`config.mk`:
```
export PLATFORM = sky130hd
export DESIGN_NAME = vol_step_ctrl
export DESIGN_NICKNAME = d
export VERILOG_FILES = /design/src/rtl/vol_pkg.sv /design/src/rtl/sync_2ff.sv /design/src/rtl/vol_step_ctrl.sv
export SDC_FILE = /design/constraint.sdc
export NUM_CORES = 1
export LEC_CHECK = 0
export ABC_AREA = 1
export CORE_MARGIN = 4
export CORE_UTILIZATION = 55
export DETAILED_ROUTE_END_ITERATION = 12
export PLACE_DENSITY = 0.73
export SKIP_LAST_GASP = 1
export SYNTH_ARGS = -nofsm -noshare
export SYNTH_HDL_FRONTEND = slang
export SYNTH_SLANG_ARGS = --single-unit
```
`constraint.sdc`:
```
create_clock -name Clk -period 5.1 [get_ports Clk]
set_clock_uncertainty 0.1 [all_clocks]
set_input_delay 0.765 -clock Clk [delete_from_list [all_inputs] [get_ports Clk]]
set_output_delay 0.765 -clock Clk [all_outputs]
set_load 0.05 [all_outputs]
```
`src/rtl/vol_pkg.sv`:
```
// Shared types and helpers for the volume step controller.
package vol_pkg;

  typedef enum logic [1:0] {IDLE, DEBOUNCE, HOLD, FADE} state_t;

  localparam logic [3:0] LEVEL_MAX = 4'd8;

  // Thermometer mask with the low `lvl` bits set; lvl=8 gives 8'hFF.
  function automatic logic [7:0] therm_mask(input logic [3:0] lvl);
    logic [8:0] m;
    m = (9'd1 << lvl) - 9'd1;
    return m[7:0];
  endfunction

endpackage

```
`src/rtl/sync_2ff.sv`:
```
// Two-flop synchronizer for an asynchronous single-bit input.
module sync_2ff (
  input  logic Clk,
  input  logic Reset,
  input  logic d,
  output logic q
);

  logic meta_p0;

  always_ff @(posedge Clk) begin
    if (Reset) begin
      meta_p0 <= 1'b0;
      q       <= 1'b0;
    end else begin
      meta_p0 <= d;
      q       <= meta_p0;
    end
  end

endmodule

```
`src/rtl/vol_step_ctrl.sv`:
```
// Volume step controller: debounced up/down buttons with auto-repeat and an
// automatic fade sequencer, owning the 0..8 level and its thermometer mask.
module vol_step_ctrl
  import vol_pkg::*;
#(
  parameter logic [15:0] DEBOUNCE_CYCLES = 16'd50000,
  parameter logic [23:0] REPEAT_CYCLES   = 24'd5000000,
  parameter logic [23:0] FADE_PERIOD     = 24'd2500000,
  parameter logic [3:0]  INIT_LEVEL      = 4'd0
) (
  input  logic       Clk,
  input  logic       Reset,
  input  logic       btn_up,
  input  logic       btn_dn,
  input  logic       fade_start,
  input  logic       fade_dir,
  output logic [3:0] level,
  output logic [7:0] therm,
  output logic       step_up,
  output logic       step_dn,
  output logic       fade_active,
  output logic       fade_done
);

  logic        s_up, s_dn;
  state_t      state, state_nxt;
  logic [15:0] cnt, cnt_nxt;
  logic [23:0] rcnt, rcnt_nxt;
  logic [23:0] timer, timer_nxt;
  logic        dir, dir_nxt;
  logic        fdir, fdir_nxt;
  logic        req_up, req_dn;
  logic        done_nxt;
  logic        up_ok, dn_ok;
  logic [3:0]  level_nxt;
  logic        press_vld, latched_held, fade_at_target, fade_end;

  sync_2ff u_sync_up (.Clk(Clk), .Reset(Reset), .d(btn_up), .q(s_up));
  sync_2ff u_sync_dn (.Clk(Clk), .Reset(Reset), .d(btn_dn), .q(s_dn));

  assign press_vld      = s_up ^ s_dn;
  assign latched_held   = press_vld && (s_up == dir);
  assign fade_at_target = fade_dir ? (level == LEVEL_MAX) : (level == 4'd0);
  // A fade step that lands on (or is already at) the end level finishes the fade.
  assign fade_end       = fdir ? (level >= LEVEL_MAX - 4'd1) : (level <= 4'd1);

  always_comb begin
    state_nxt = state;
    cnt_nxt   = cnt;
    rcnt_nxt  = rcnt;
    timer_nxt = timer;
    dir_nxt   = dir;
    fdir_nxt  = fdir;
    req_up    = 1'b0;
    req_dn    = 1'b0;
    done_nxt  = 1'b0;
    case (state)
      IDLE: begin
        if (press_vld) begin
          state_nxt = DEBOUNCE;
          cnt_nxt   = 16'd0;
          dir_nxt   = s_up;
        end else if (fade_start && !fade_at_target) begin
          state_nxt = FADE;
          timer_nxt = 24'd0;
          fdir_nxt  = fade_dir;
        end
      end
      DEBOUNCE: begin
        if (!latched_held) begin
          state_nxt = IDLE;
        end else if (cnt == DEBOUNCE_CYCLES - 16'd1) begin
          req_up    = dir;
          req_dn    = !dir;
          state_nxt = HOLD;
          rcnt_nxt  = 24'd0;
        end else begin
          cnt_nxt = cnt + 16'd1;
        end
      end
      HOLD: begin
        if (!s_up && !s_dn) begin
          state_nxt = IDLE;
        end else if ((REPEAT_CYCLES != 24'd0) && latched_held) begin
          if (rcnt == REPEAT_CYCLES - 24'd1) begin
            req_up   = dir;
            req_dn   = !dir;
            rcnt_nxt = 24'd0;
          end else begin
            rcnt_nxt = rcnt + 24'd1;
          end
        end
      end
      FADE: begin
        if (s_up || s_dn) begin
          state_nxt = IDLE;
        end else if (timer == FADE_PERIOD - 24'd1) begin
          timer_nxt = 24'd0;
          req_up    = fdir;
          req_dn    = !fdir;
          if (fade_end) begin
            state_nxt = IDLE;
            done_nxt  = 1'b1;
          end
        end else begin
          timer_nxt = timer + 24'd1;
        end
      end
      default: state_nxt = IDLE;
    endcase
  end

  always_comb begin
    up_ok     = req_up && (level < LEVEL_MAX);
    dn_ok     = req_dn && (level != 4'd0);
    level_nxt = level;
    if (up_ok)      level_nxt = level + 4'd1;
    else if (dn_ok) level_nxt = level - 4'd1;
  end

  always_ff @(posedge Clk) begin
    if (Reset) begin
      state     <= IDLE;
      cnt       <= 16'd0;
      rcnt      <= 24'd0;
      timer     <= 24'd0;
      dir       <= 1'b0;
      fdir      <= 1'b0;
      level     <= INIT_LEVEL;
      therm     <= therm_mask(INIT_LEVEL);
      step_up   <= 1'b0;
      step_dn   <= 1'b0;
      fade_done <= 1'b0;
    end else begin
      state     <= state_nxt;
      cnt       <= cnt_nxt;
      rcnt      <= rcnt_nxt;
      timer     <= timer_nxt;
      dir       <= dir_nxt;
      fdir      <= fdir_nxt;
      level     <= level_nxt;
      therm     <= therm_mask(level_nxt);
      step_up   <= up_ok;
      step_dn   <= dn_ok;
      fade_done <= done_nxt;
    end
  end

  assign fade_active = (state == FADE);

endmodule

```
# After elaboration in Yosys (flattened, before gate mapping)
# Cells that the tools add are included.
[totals]
output_inout_bits = 16
ff_bits = 87
in_bits = 6
[classes]
mux = 45
n_shift = 1
addsub = 6
n_eq_ne = 22
bitwise = 4
n_lt_le_gt_ge = 3
n_reduce_logical = 24
[ops]
columns = ["op", "n"]
rows = [
  ["2-to-1 mux 24 bit", 9],
  ["case mux 24 bit (2 select lines)", 2],
  ["adder 24 x 1 -> 24 bit (second input constant)", 2],
  ["2-to-1 mux 16 bit", 3],
  ["case mux 16 bit (2 select lines)", 1],
  ["equality test 24 x 22 -> 1 bit (second input constant)", 1],
  ["equality test 24 x 23 -> 1 bit (second input constant)", 1],
  ["inequality test 2 bit (second input constant)", 10],
  ["2-to-1 mux 1 bit", 17],
  ["adder 16 x 1 -> 16 bit (second input constant)", 1],
  ["equality test 16 bit (second input constant)", 1],
  ["2-to-1 mux 2 bit", 8],
  ["AND reduction 5 bit", 2],
  ["2-to-1 mux 4 bit", 2],
  ["case mux 2 bit (4 select lines)", 1],
  ["AND reduction 4 bit", 2],
  ["left shift 1 x 4 -> 8 bit (first input constant)", 1],
  ["subtractor 8 x 1 -> 8 bit (second input constant)", 1],
  ["inequality test 3 x 1 -> 1 bit (second input constant)", 2],
  ["inequality test 3 bit (second input constant)", 2],
  ["case mux 1 bit (3 select lines)", 2],
  ["nonzero test 2 bit", 3],
  ["logical AND 1 bit", 5],
  ["logical NOT 1 bit", 5],
  ["18 further kinds", 21],
]

# Depth between registers and ports, before layout
# Gate-level depths: netlist of the first run.
[logic_depth]
word_depth = 10
mapped_depth = 22
mapped_depth_nobuf = 22

# Hierarchy
# From an unflattened synthesis of the first run, not the netlist that was laid out.
[unflattened]
cells_unflattened = 698
hier_area_um2 = 4734.5
[modules_own_cells]
columns = ["mod", "area_per_inst_um2", "seq_area_each_um2", "cells_each", "n_inst"]
rows = [
  ["vol_step_ctrl", 4624.4, 1661.6, 686, 1],
  ["sync_2ff", 55.1, 40.0, 6, 2],
]

# Worst setup path after synthesis of the first run
# OpenSTA, ideal clock, no wires.
[synth_path]
path_kind = "reg2reg"
start = "register level[0]"
end = "register therm[6]"
arrival_ns = 2.604
path_buffers = 0
path_slack_ns = 2.282
setup_time_ns = 0.114
stages_incl_launch_ff = 18
cell_sequence = "dfxtp_1 -> inv_1 -> ha_1 -> a21oi_1 -> nand2_2 -> nand2_1 -> nand2_1 -> nand2_2 -> nand3_1 -> nor2_1 -> inv_1 -> ha_1 -> inv_1 -> nor2_2 -> nand2_2 -> nand2_1 -> nand2_1 -> nor2_2"
[synth_via]
elab_chain_len = 6
[synth_lines]
columns = ["item", "line_no", "source"]
rows = [
  ["start: declaration", "vol_step_ctrl.sv:17", "output logic [3:0] level,"],
  ["start signal: assignment", "vol_step_ctrl.sv:141", "level <= level_nxt;"],
  ["parallel branches: the longest is 3 deep, another holds subtractor 4 x 1 -> 4 bit", "n/a", ""],
  ["2-to-1 mux 4 bit (*)", "vol_step_ctrl.sv:117", "if (up_ok) level_nxt = level + 4'd1;"],
  ["left shift 1 x 4 -> 8 bit (*)", "vol_pkg.sv:11", "m = (9'd1 << lvl) - 9'd1;"],
  ["subtractor 8 x 1 -> 8 bit (*)", "vol_pkg.sv:11", ""],
  ["end signal: assignment", "vol_step_ctrl.sv:130", "therm <= therm_mask(INIT_LEVEL);"],
  ["end signal: assignment", "vol_step_ctrl.sv:142", "therm <= therm_mask(level_nxt);"],
  ["end: declaration", "vol_step_ctrl.sv:18", "output logic [7:0] therm,"],
]
# Every way passes the cells marked *.
# A chain may end at the register's enable or synchronous reset.

# Worst setup path after layout of the first run
[layout_path]
start = "input port fade_dir"
end = "register timer[23]"
[layout_via]
elab_chain_len = 5
[layout_lines]
columns = ["item", "line_no", "source"]
rows = [
  ["start: declaration", "vol_step_ctrl.sv:16", "input logic fade_dir,"],
  ["2-to-1 mux 1 bit", "vol_step_ctrl.sv:43", "assign fade_at_target = fade_dir ? (level == LEVEL_MAX) : (level == 4'd0);"],
  ["logical NOT 1 bit", "vol_step_ctrl.sv:63", "end else if (fade_start && !fade_at_target) begin"],
  ["logical AND 1 bit", "vol_step_ctrl.sv:63", ""],
  ["inequality test 2 bit (no source line)", "n/a", ""],
  ["AND reduction 4 bit (no source line)", "n/a", ""],
  ["end signal: assignment", "vol_step_ctrl.sv:138", "timer <= timer_nxt;"],
  ["end: declaration", "vol_step_ctrl.sv:29", "logic [23:0] timer, timer_nxt;"],
]
# No other way between the ends.

==> results.json, run 1 <==
{
  "place_congestion": 0.9018,
  "grt_antenna_before_repair": 0,
  "yosysWarnings": 0,
  "rsz0062_at_grt": "false",
  "instances_no_fill": 800,
  "crit_end": "timer[23]",
  "cts_tree": "built",
  "ys_seq_area_share_pct": 38.13,
  "fmax_mhz": 332.1,
  "viasPerCell": 5.448,
  "synth_top_area_share_pct": 38.13,
  "synthSimpleGateAreaFrac_pct": 36.70,
  "placed_cells": 785,
  "power_density_mw_per_mm2": 294.5,
  "critical_path_class": "in2reg",
  "setup_viol": 0,
  "global_route.usage.total_pct": 20.98,
  "dpl.hpwl_mm": 7.586,
  "start_util_pct": 57.92,
  "core_region_area_sq_mm": 0.007888,
  "grt_max_degree": 18,
  "r2r-end": "therm[6]",
  "crit_fanout": 14,
  "h-tree-depth": 3,
  "cts.sinks": 87,
  "hp-class": "reg2reg",
  "hold_buffers": 0,
  "worst_setup_path_start_kind": "primary input",
  "grt_pass1_wl_mm": 17.39,
  "slew_viol_final": 0,
  "fin_crit_sh_pct": 59.03,
  "fillers": 722,
  "root_buffer": "clkbuf_8",
  "synth_top_cell_by_area": "dfxtp_1",
  "r2r_slack_ps": 2110,
  "grt.overflow.total": 0,
  "die_w_um": 99.14,
  "final_nets": 708,
  "yosysUniqueCellTypes": 38,
  "synthXorXnorAreaFrac_pct": 0.9586,
  "cts_resized": 0,
  "p_leak_nw": 1.870,
  "final_cell_mix": "118 x nand2_1, 89 x nor2_1, 88 x inv_1",
  "grt_pass1_vias": 3989,
  "muxShareOfSynthArea_pct": 0,
  "tightest_slew_ps": 680.8,
  "io_pins": 22,
  "drcViolationCount": 0,
  "synth_cells": 669,
  "synth-adder-area-share_pct": 2.191,
  "hold_viol": 0,
  "dieHeight_um": 99.14,
  "cp_num_cells": 12,
  "reg2reg_depth": 21,
  "slowest_stage": "clkdlybuf4s50_1",
  "die-area_sq_mm": 0.009828,
  "setup-tns-final_ps": 0,
  "path_cells": "clkdlybuf4s50_1 -> or2_1 -> nand4_1 -> nand3_1 -> nand2_1 -> nand3_2 -> nor3_2 -> nand2_1 -> nor3_2 -> nand4_1 -> o21ai_1 -> a21oi_1",
  "max-cap-violations": 0,
  "first_pass_iters": 6,
  "drtIter0Drc": 216,
  "synth_compound_area_share_pct": 13.56,
  "antenna_cells": 0,
  "area_delta_synth_final_pct": 12.24,
  "postCtsSetupRepairBufs": 0,
  "layout_commonest_cell": "nand2_1",
  "endpoint_kind": "register",
  "drive_gt1_share_pct": 8.739,
  "avgSynthCellArea_sq_um": 6.828,
  "postRouteAntennaNets": 0,
  "cts_made_buffers": 9,
  "vdd_ir_drop_max_mv": 0.1694,
  "clk_path_buf_depth": 2,
  "critical_path.top_delay_family": "simple AND/OR/NAND/NOR gates",
  "synth_area_leaders": "dfxtp_1 38%, nand2_1 9.7%, nor2_1 7.3%",
  "r2r_start": "timer[0]",
  "worst_slew_margin_rel_pct": 54.44,
  "synthesis.area_sq_mm": 0.004568,
  "post_drt_wl_per_cell_um": 12.62,
  "portBuffers": 21,
  "clk_latency_ps": 360,
  "synth_fp_nets": 683,
  "vias": 4358,
  "path_clk_slew_ps": 90,
  "cpPeakStageDelay_ps": 440,
  "period_needed_ps": 3011,
  "cp.arrival_ps": 3160,
  "crit_path_start": "fade_dir",
  "wirelength_mm": 10.10,
  "cp_num_buf_inv": 1,
  "ys_ff_latch": 87,
  "synth_top_family_by_area": "simple AND/OR/NAND/NOR gates",
  "rows": 32,
  "worstPathRequired_ps": 5250,
  "status": "finished clean"
}
area by class of cell:
class | count | area [sq um] | share of cell area [%]
multi-input combinational | 479 | 2440 | 47.58
sequential | 87 | 1742 | 33.97
inverter | 95 | 356.6 | 6.955
timing repair buffer | 22 | 217.7 | 4.246
clock buffer | 10 | 137.6 | 2.684
tap | 102 | 127.6 | 2.489
clock inverter | 5 | 106.4 | 2.074
per-stage QoR:
| step | hold WS, ps | utilization, % | setup WS, ps | total power, mW | cell area [sq um] |
|---|---|---|---|---|---|
| 6_report | 304.9 | 65.01 | 2089 | 1.510 | 5127 |
| 5_1_grt | 323.9 | 65.01 | 1886 | 1.579 | 5127 |
| 4_1_cts | 308.3 | 65.01 | 2125 | 1.515 | 5127 |
| 3_5_place_dp | 296.7 | 61.91 | 1764 | 0.9392 | 4883 |
| 3_3_place_gp | 290.2 | 61.91 | 1875 | 0.9356 | 4883 |
| 2_1_floorplan | 288.3 | - | 2282 | 0.8864 | 4568 |
worst min path at each step:
stage / from / end / cells past startpoint
final: u_sync_dn.meta_p0 / u_sync_dn.q / 2
after global routing: u_sync_up.meta_p0 / u_sync_up.q / 2
after CTS: u_sync_dn.meta_p0 / u_sync_dn.q / 2
after detailed placement: u_sync_dn.meta_p0 / u_sync_dn.q / 2
after global placement: u_sync_up.meta_p0 / u_sync_up.q / 2
after floorplan: u_sync_dn.meta_p0 / u_sync_dn.q / 2
flip-flops by register name, indices dropped and copies added (netlist names), 2 cells and up:
register and flops:
cnt 16, state 2, level 4, timer 24
therm 8, rcnt 24
report_power, final:
part	internal (mW)	switching (mW)	leakage (nW)
clock	0.337	0.246	0.119
sequential	0.694	0.0173	0.702
combinational	0.0561	0.159	1.05
total	1.09	0.423	1.87
cells in the mapped netlist:
cell type and count:
a21oi_1 58, clkinv_1 2, ha_1 8, nor4_2 2
nor3_1 32, a311oi_1 1, clkbuf_1 7, o311a_1 1
o311ai_0 1, o21a_1 4, o21ai_0 29, xor2_1 3
dfxtp_1 87, nor4_1 6, a221oi_1 1, nand3_2 6
nor2_1 89, nand2_1 118, nand2_4 3, buf_1 1
o21ai_1 2, o31ai_1 1, xnor2_1 2, nand3_1 44
nor3b_1 1, a211oi_1 7, or2_2 2, nor3b_2 1
inv_1 88, or2_1 1, nor2_2 13, nand4_1 24
nor3_2 3, nand2_2 10, inv_2 5, o21bai_1 1
a22oi_1 4, o211a_1 1
worst reg2reg max path, stage by stage (launching register included):
cell     delay (ps)
dfxtp_1         380
ha_1            190
nand2_1          70
nor2_1          170
nand2_1         160
nor3_2          190
nand4_1         190
nand2_4         140
nand2_2          90
nand2_1         100
nand3_1         100
nand2_2         170
nand2_4          90
nor2_1          150
inv_1            60
ha_1            190
inv_1            70
nor2_2           50
nand2_2          80
nand2_1          50
nand2_1          60
nor2_2           40
routing by layer:
metal	GRT usage [%]	part of all wire, %	routed length (um)	vias to the layer above
met4	7.458	1.4	139	0
met1	28.32	49	4911	1973
met3	3.787	3.9	396	17
met2	33.68	46	4651	102
met5	0	0	0	-
li1	-	-	-	2266
logic make-up after synthesis:
logic type | after synthesis
adders and majority gates | 8
buffers and inverters | 103
and+or+nand+nor | 355
AOI/OAI and AO/OA | 111
xor gates and xnor gates | 5
DFF | 87
(Power assumes the default switching activity.)
==> run 2: changes to the inputs <==
==> constraint.sdc (replaced) <==
create_clock -name Clk -period 2.9 [get_ports Clk]
set_clock_uncertainty 0.1 [all_clocks]
set_input_delay 0.435 -clock Clk [delete_from_list [all_inputs] [get_ports Clk]]
set_output_delay 0.435 -clock Clk [all_outputs]
set_load 0.05 [all_outputs]
==> results.json, run 2 (synthesis gave the netlist of run 1 again) <==
{
  "status": "finished clean",
  "fillers": 682,
  "portBuffers": 21,
  "drtIter0Drc": 194,
  "postRouteAntennaNets": 0,
  "grt_pass1_vias": 4160,
  "cp.arrival_ps": 2990,
  "layout_commonest_cell": "nand2_1",
  "setup-tns-final_ps": 0,
  "period_needed_ps": 2830,
  "viasPerCell": 5.494,
  "drive_gt1_share_pct": 14.13,
  "root_buffer": "clkbuf_8",
  "grt_pass1_wl_mm": 18.32,
  "critical_path_class": "reg2reg",
  "drcViolationCount": 0,
  "crit_fanout": 5,
  "grt_antenna_before_repair": 0,
  "slew_viol_final": 0,
  "power_density_mw_per_mm2": 474.2,
  "antenna_cells": 0,
  "dpl.hpwl_mm": 7.898,
  "h-tree-depth": 3,
  "worst_slew_margin_rel_pct": 66.29,
  "cts_made_buffers": 9,
  "p_leak_nw": 2.000,
  "io_pins": 22,
  "vdd_ir_drop_max_mv": 0.3345,
  "clk_latency_ps": 370,
  "hold_buffers": 0,
  "worstPathRequired_ps": 3060,
  "first_pass_iters": 4,
  "placed_area_sq_mm": 0.004966,
  "clk_path_buf_depth": 2,
  "final_area_sq_mm": 0.005366,
  "hp-class": "reg2reg",
  "hold_viol": 0,
  "grt_max_degree": 17,
  "setup_viol": 0,
  "holdWs_ps": 290.9,
  "tightest_slew_ps": 497.7,
  "rsz0062_at_grt": "true",
  "place_congestion": 0.9132,
  "global_route.usage.total_pct": 22.23,
  "grt.overflow.total": 0,
  "cts.sinks": 87,
  "start_util_pct": 57.92,
  "vias": 4527,
  "max-cap-violations": 0,
  "post_drt_wl_per_cell_um": 13.28,
  "die-area_sq_mm": 0.009828,
  "fin_total_pwr_mw": 2.545,
  "die_w_um": 99.14,
  "rows": 32,
  "worst_setup_path_start_kind": "register",
  "wirelength_mm": 10.94,
  "fin_crit_sh_pct": 97.59,
  "core_region_area_sq_mm": 0.007888,
  "top_regs": "rcnt: 24 flops, timer: 24 flops, cnt: 16 flops",
  "area_delta_synth_final_pct": 17.47,
  "dieHeight_um": 99.14,
  "final_cell_mix": "117 x nand2_1, 86 x inv_1, 86 x nor2_1",
  "fmax_mhz": 353.4,
  "cts_tree": "built",
  "path_clk_slew_ps": 90,
  "endpoint_kind": "register",
  "final_nets": 731
}
## run 2: changes by cell type in the layout (fill, tap and decap cells not counted), moves of 3 or more
cell,previous run,this run
dfxtp_1,87,84
nor2_4,0,3
nand2_4,3,6
buf_4,1,24
nor2_1,89,86
dfxtp_2,0,3
nand3_1,44,41
inv_6,0,3
## run 2: per-layer routing
layer  track usage, %  share of wire, %
met1            28.89                46
met2            37.14                49
met3            4.909               4.2
met4            6.303               1.2
met5                0                 0
## run 2: worst max-delay path: stages, from the launching register on
cell,delay [ps]
dfxtp_2,360
ha_1,160
nand2_1,90
nor2_2,180
nand2_2,100
nor3_4,210
nand4_1,160
nand2_4,150
nand3_1,120
nand3_2,130
nand2_4,60
nand2_4,130
inv_1,70
nand3_1,80
ha_2,190
inv_2,40
nor2_4,140
nand2_2,80
nor2_1,120
nor2_2,50
## run 2: final timing paths
check	endpoint	cells past startpoint	startpoint	slack (ps)
min reg2reg	u_sync_up.q	2	u_sync_up.meta_p0	290
max	therm[6]	19	timer[0]	70
max reg2reg	therm[6]	19	timer[0]	70
min	u_sync_up.q	2	u_sync_up.meta_p0	290
## run 2: through the flow
stage	cells	utilization (%)	setup slack, ps
2_1_floorplan	669	-	81.61
3_3_place_gp	796	62.96	166.2
3_5_place_dp	796	62.96	12.29
4_1_cts	818	66.09	12.24
5_1_grt	824	68.04	-71.53
6_report	824	68.04	70.02
## run 2: final cells by class
type / instances / area, sq um / share of cell area, %
Timing Repair Buffer: 45 / 390.4 / 7.274
Multi-Input combinational cell: 479 / 2545 / 47.42
Tap cell: 102 / 127.6 / 2.378
Clock inverter: 7 / 77.57 / 1.446
Sequential cell: 87 / 1745 / 32.52
Clock buffer: 9 / 123.9 / 2.308
Inverter: 95 / 356.6 / 6.645
## run 2: where the power goes
part | internal (mW) | leakage [nW] | switching, mW
Combinational | 0.126 | 1.20 | 0.296
Sequential | 1.22 | 0.704 | 0.0310
Clock | 0.407 | 0.101 | 0.463
Total | 1.76 | 2.00 | 0.790
## run 2: what timing repair did
action / CTS / global route
resized for setup: 0 / 27
setup endpoints to repair: 1 / 11
buffers inserted: 6 / 6
pin swaps: 2 / 7
==> run 3: changes to the inputs <==
--- a/config.mk
+++ b/config.mk
@@ -6,10 +6,12 @@
 export NUM_CORES = 1
 export LEC_CHECK = 0
 export ABC_AREA = 1
+export CELL_PAD_IN_SITES_DETAIL_PLACEMENT = 0
+export CELL_PAD_IN_SITES_GLOBAL_PLACEMENT = 1
 export CORE_MARGIN = 4
-export CORE_UTILIZATION = 55
+export CORE_UTILIZATION = 44
 export DETAILED_ROUTE_END_ITERATION = 12
-export PLACE_DENSITY = 0.73
+export PLACE_DENSITY = 0.79
 export SKIP_LAST_GASP = 1
 export SYNTH_ARGS = -nofsm -noshare
 export SYNTH_HDL_FRONTEND = slang
==> results.json, run 3 (synthesis gave the netlist of run 1 again) <==
{
  "grt_max_degree": 30,
  "slew_viol_final": 0,
  "core_region_area_sq_mm": 0.009955,
  "layout_commonest_cell": "nand2_1",
  "drive_gt1_share_pct": 12.93,
  "setup_viol": 0,
  "power_density_mw_per_mm2": 472.5,
  "hold_viol": 0,
  "h-tree-depth": 3,
  "first_pass_iters": 5,
  "crit_fanout": 7,
  "final_cell_mix": "115 x nand2_1, 87 x nor2_1, 86 x inv_1",
  "place_congestion": 0.8274,
  "grt.overflow.total": 0,
  "cts_made_buffers": 9,
  "global_route.usage.total_pct": 19.65,
  "grt_pass1_vias": 4243,
  "grt_pass1_wl_mm": 19.03,
  "critical_path_class": "reg2reg",
  "fin_total_pwr_mw": 2.534,
  "worstPathRequired_ps": 3060,
  "endpoint_kind": "register",
  "worst_slew_margin_rel_pct": 52.51,
  "rsz0062_at_grt": "true",
  "die_w_um": 109.9,
  "period_needed_ps": 2729,
  "rows": 36,
  "post_drt_wl_per_cell_um": 12.90,
  "root_buffer": "clkbuf_8",
  "setup-tns-final_ps": 0,
  "fmax_mhz": 366.5,
  "grt_antenna_before_repair": 0,
  "clk_latency_ps": 360,
  "clk_path_buf_depth": 2,
  "max-cap-violations": 0,
  "final_nets": 728,
  "cp.arrival_ps": 2890,
  "wirelength_mm": 10.99,
  "postLayoutSetupSlackWorst_ps": 171.3,
  "vias": 4422,
  "postRouteAntennaNets": 0,
  "vdd_ir_drop_max_mv": 0.4164,
  "cts.sinks": 87,
  "hp-class": "reg2reg",
  "dpl.hpwl_mm": 8.182,
  "placed_area_sq_mm": 0.005005,
  "status": "finished clean",
  "worst_setup_path_start_kind": "register",
  "path_clk_slew_ps": 80,
  "fin_crit_sh_pct": 94.09,
  "cts_tree": "built",
  "die-area_sq_mm": 0.01208,
  "final_area_sq_mm": 0.005364,
  "dieHeight_um": 109.9,
  "drtIter0Drc": 221,
  "io_pins": 22,
  "antenna_cells": 0,
  "drcViolationCount": 0,
  "start_util_pct": 45.89,
  "area_delta_synth_final_pct": 17.42,
  "tightest_slew_ps": 709.7,
  "portBuffers": 21,
  "top_regs": "rcnt: 24 flops, timer: 24 flops, cnt: 16 flops",
  "viasPerCell": 5.190,
  "p_leak_nw": 2.001,
  "dpl_worst_slack_ps": -26.81,
  "hold_buffers": 0,
  "holdWs_ps": 300.0
}
==> run 3: changes by cell type in the layout (fill, tap and decap cells not counted), moves of 2 or more <==
cell      delta
inv_6        -3
nor3_1       +2
clkbuf_1     +3
nand3_2      -2
buf_4        -3
nor3_2       -2
nand2_1      -2
nand2_2      +2
==> run 3: power by group <==
group | internal (mW) | switching [mW]
Clock | 0.422 | 0.432
Sequential | 1.22 | 0.0301
Combinational | 0.122 | 0.307
Total | 1.77 | 0.769
==> run 3: routing by layer <==
metal	wire length [um]	part of all wire (%)	GRT usage, %	up-vias
met5	0	0	0	-
met4	136	1.2	4.898	0
met3	462	4.2	4.932	12
met2	5119	47	31.59	76
met1	5275	48	26.37	2025
li1	-	-	-	2309
==> run 3: final timing paths <==
kind | depth (start not counted) | to | slack (ps) | startpoint
worst max-delay path | 22 | therm[6] | 170 | u_sync_up.q
worst min-delay path | 2 | u_sync_up.q | 300 | u_sync_up.meta_p0
worst max register to register | 22 | therm[6] | 170 | u_sync_up.q
worst min register to register | 2 | u_sync_up.q | 300 | u_sync_up.meta_p0
==> run 3: what timing repair did <==
item,4_1_cts,5_1_grt
pin swaps,3,6
endpoints found under the setup margin,2,10
resized for setup,3,21
cloned,0,0
setup buffers,0,9
==> run 3: final cells by class <==
cell class	count	area, sq um
Multi-Input combinational cell	479	2536
Inverter	95	356.6
Clock buffer	13	148.9
Tap cell	133	166.4
Sequential cell	87	1745
Clock inverter	3	42.54
Timing Repair Buffer	42	367.9
Fill cell	984	4591
==> run 3: through the flow <==
stage / util (%) / cells
after floorplan: - / 669
after global placement: 50.28 / 827
after global routing: 53.88 / 852
after CTS: 52.31 / 843
final: 53.88 / 852
after detailed placement: 50.28 / 827
==> run 3: critical path: stages, from the launching register on <==
cell and delay, ps:
dfxtp_2 340, inv_1 90, ha_4 300, nand3_4 100, nor2_4 120, nand3_2 100
nand2_4 130, nand3_1 90, nand2_2 100, nand2_2 110, nand2_1 90, nand2_1 60
nand2_2 130, nand3_4 100, nor2_2 110, inv_1 50, ha_2 180, inv_2 60
nor2_4 40, nand2_2 70, nand2_1 50, nand2_1 70, nor2_2 30
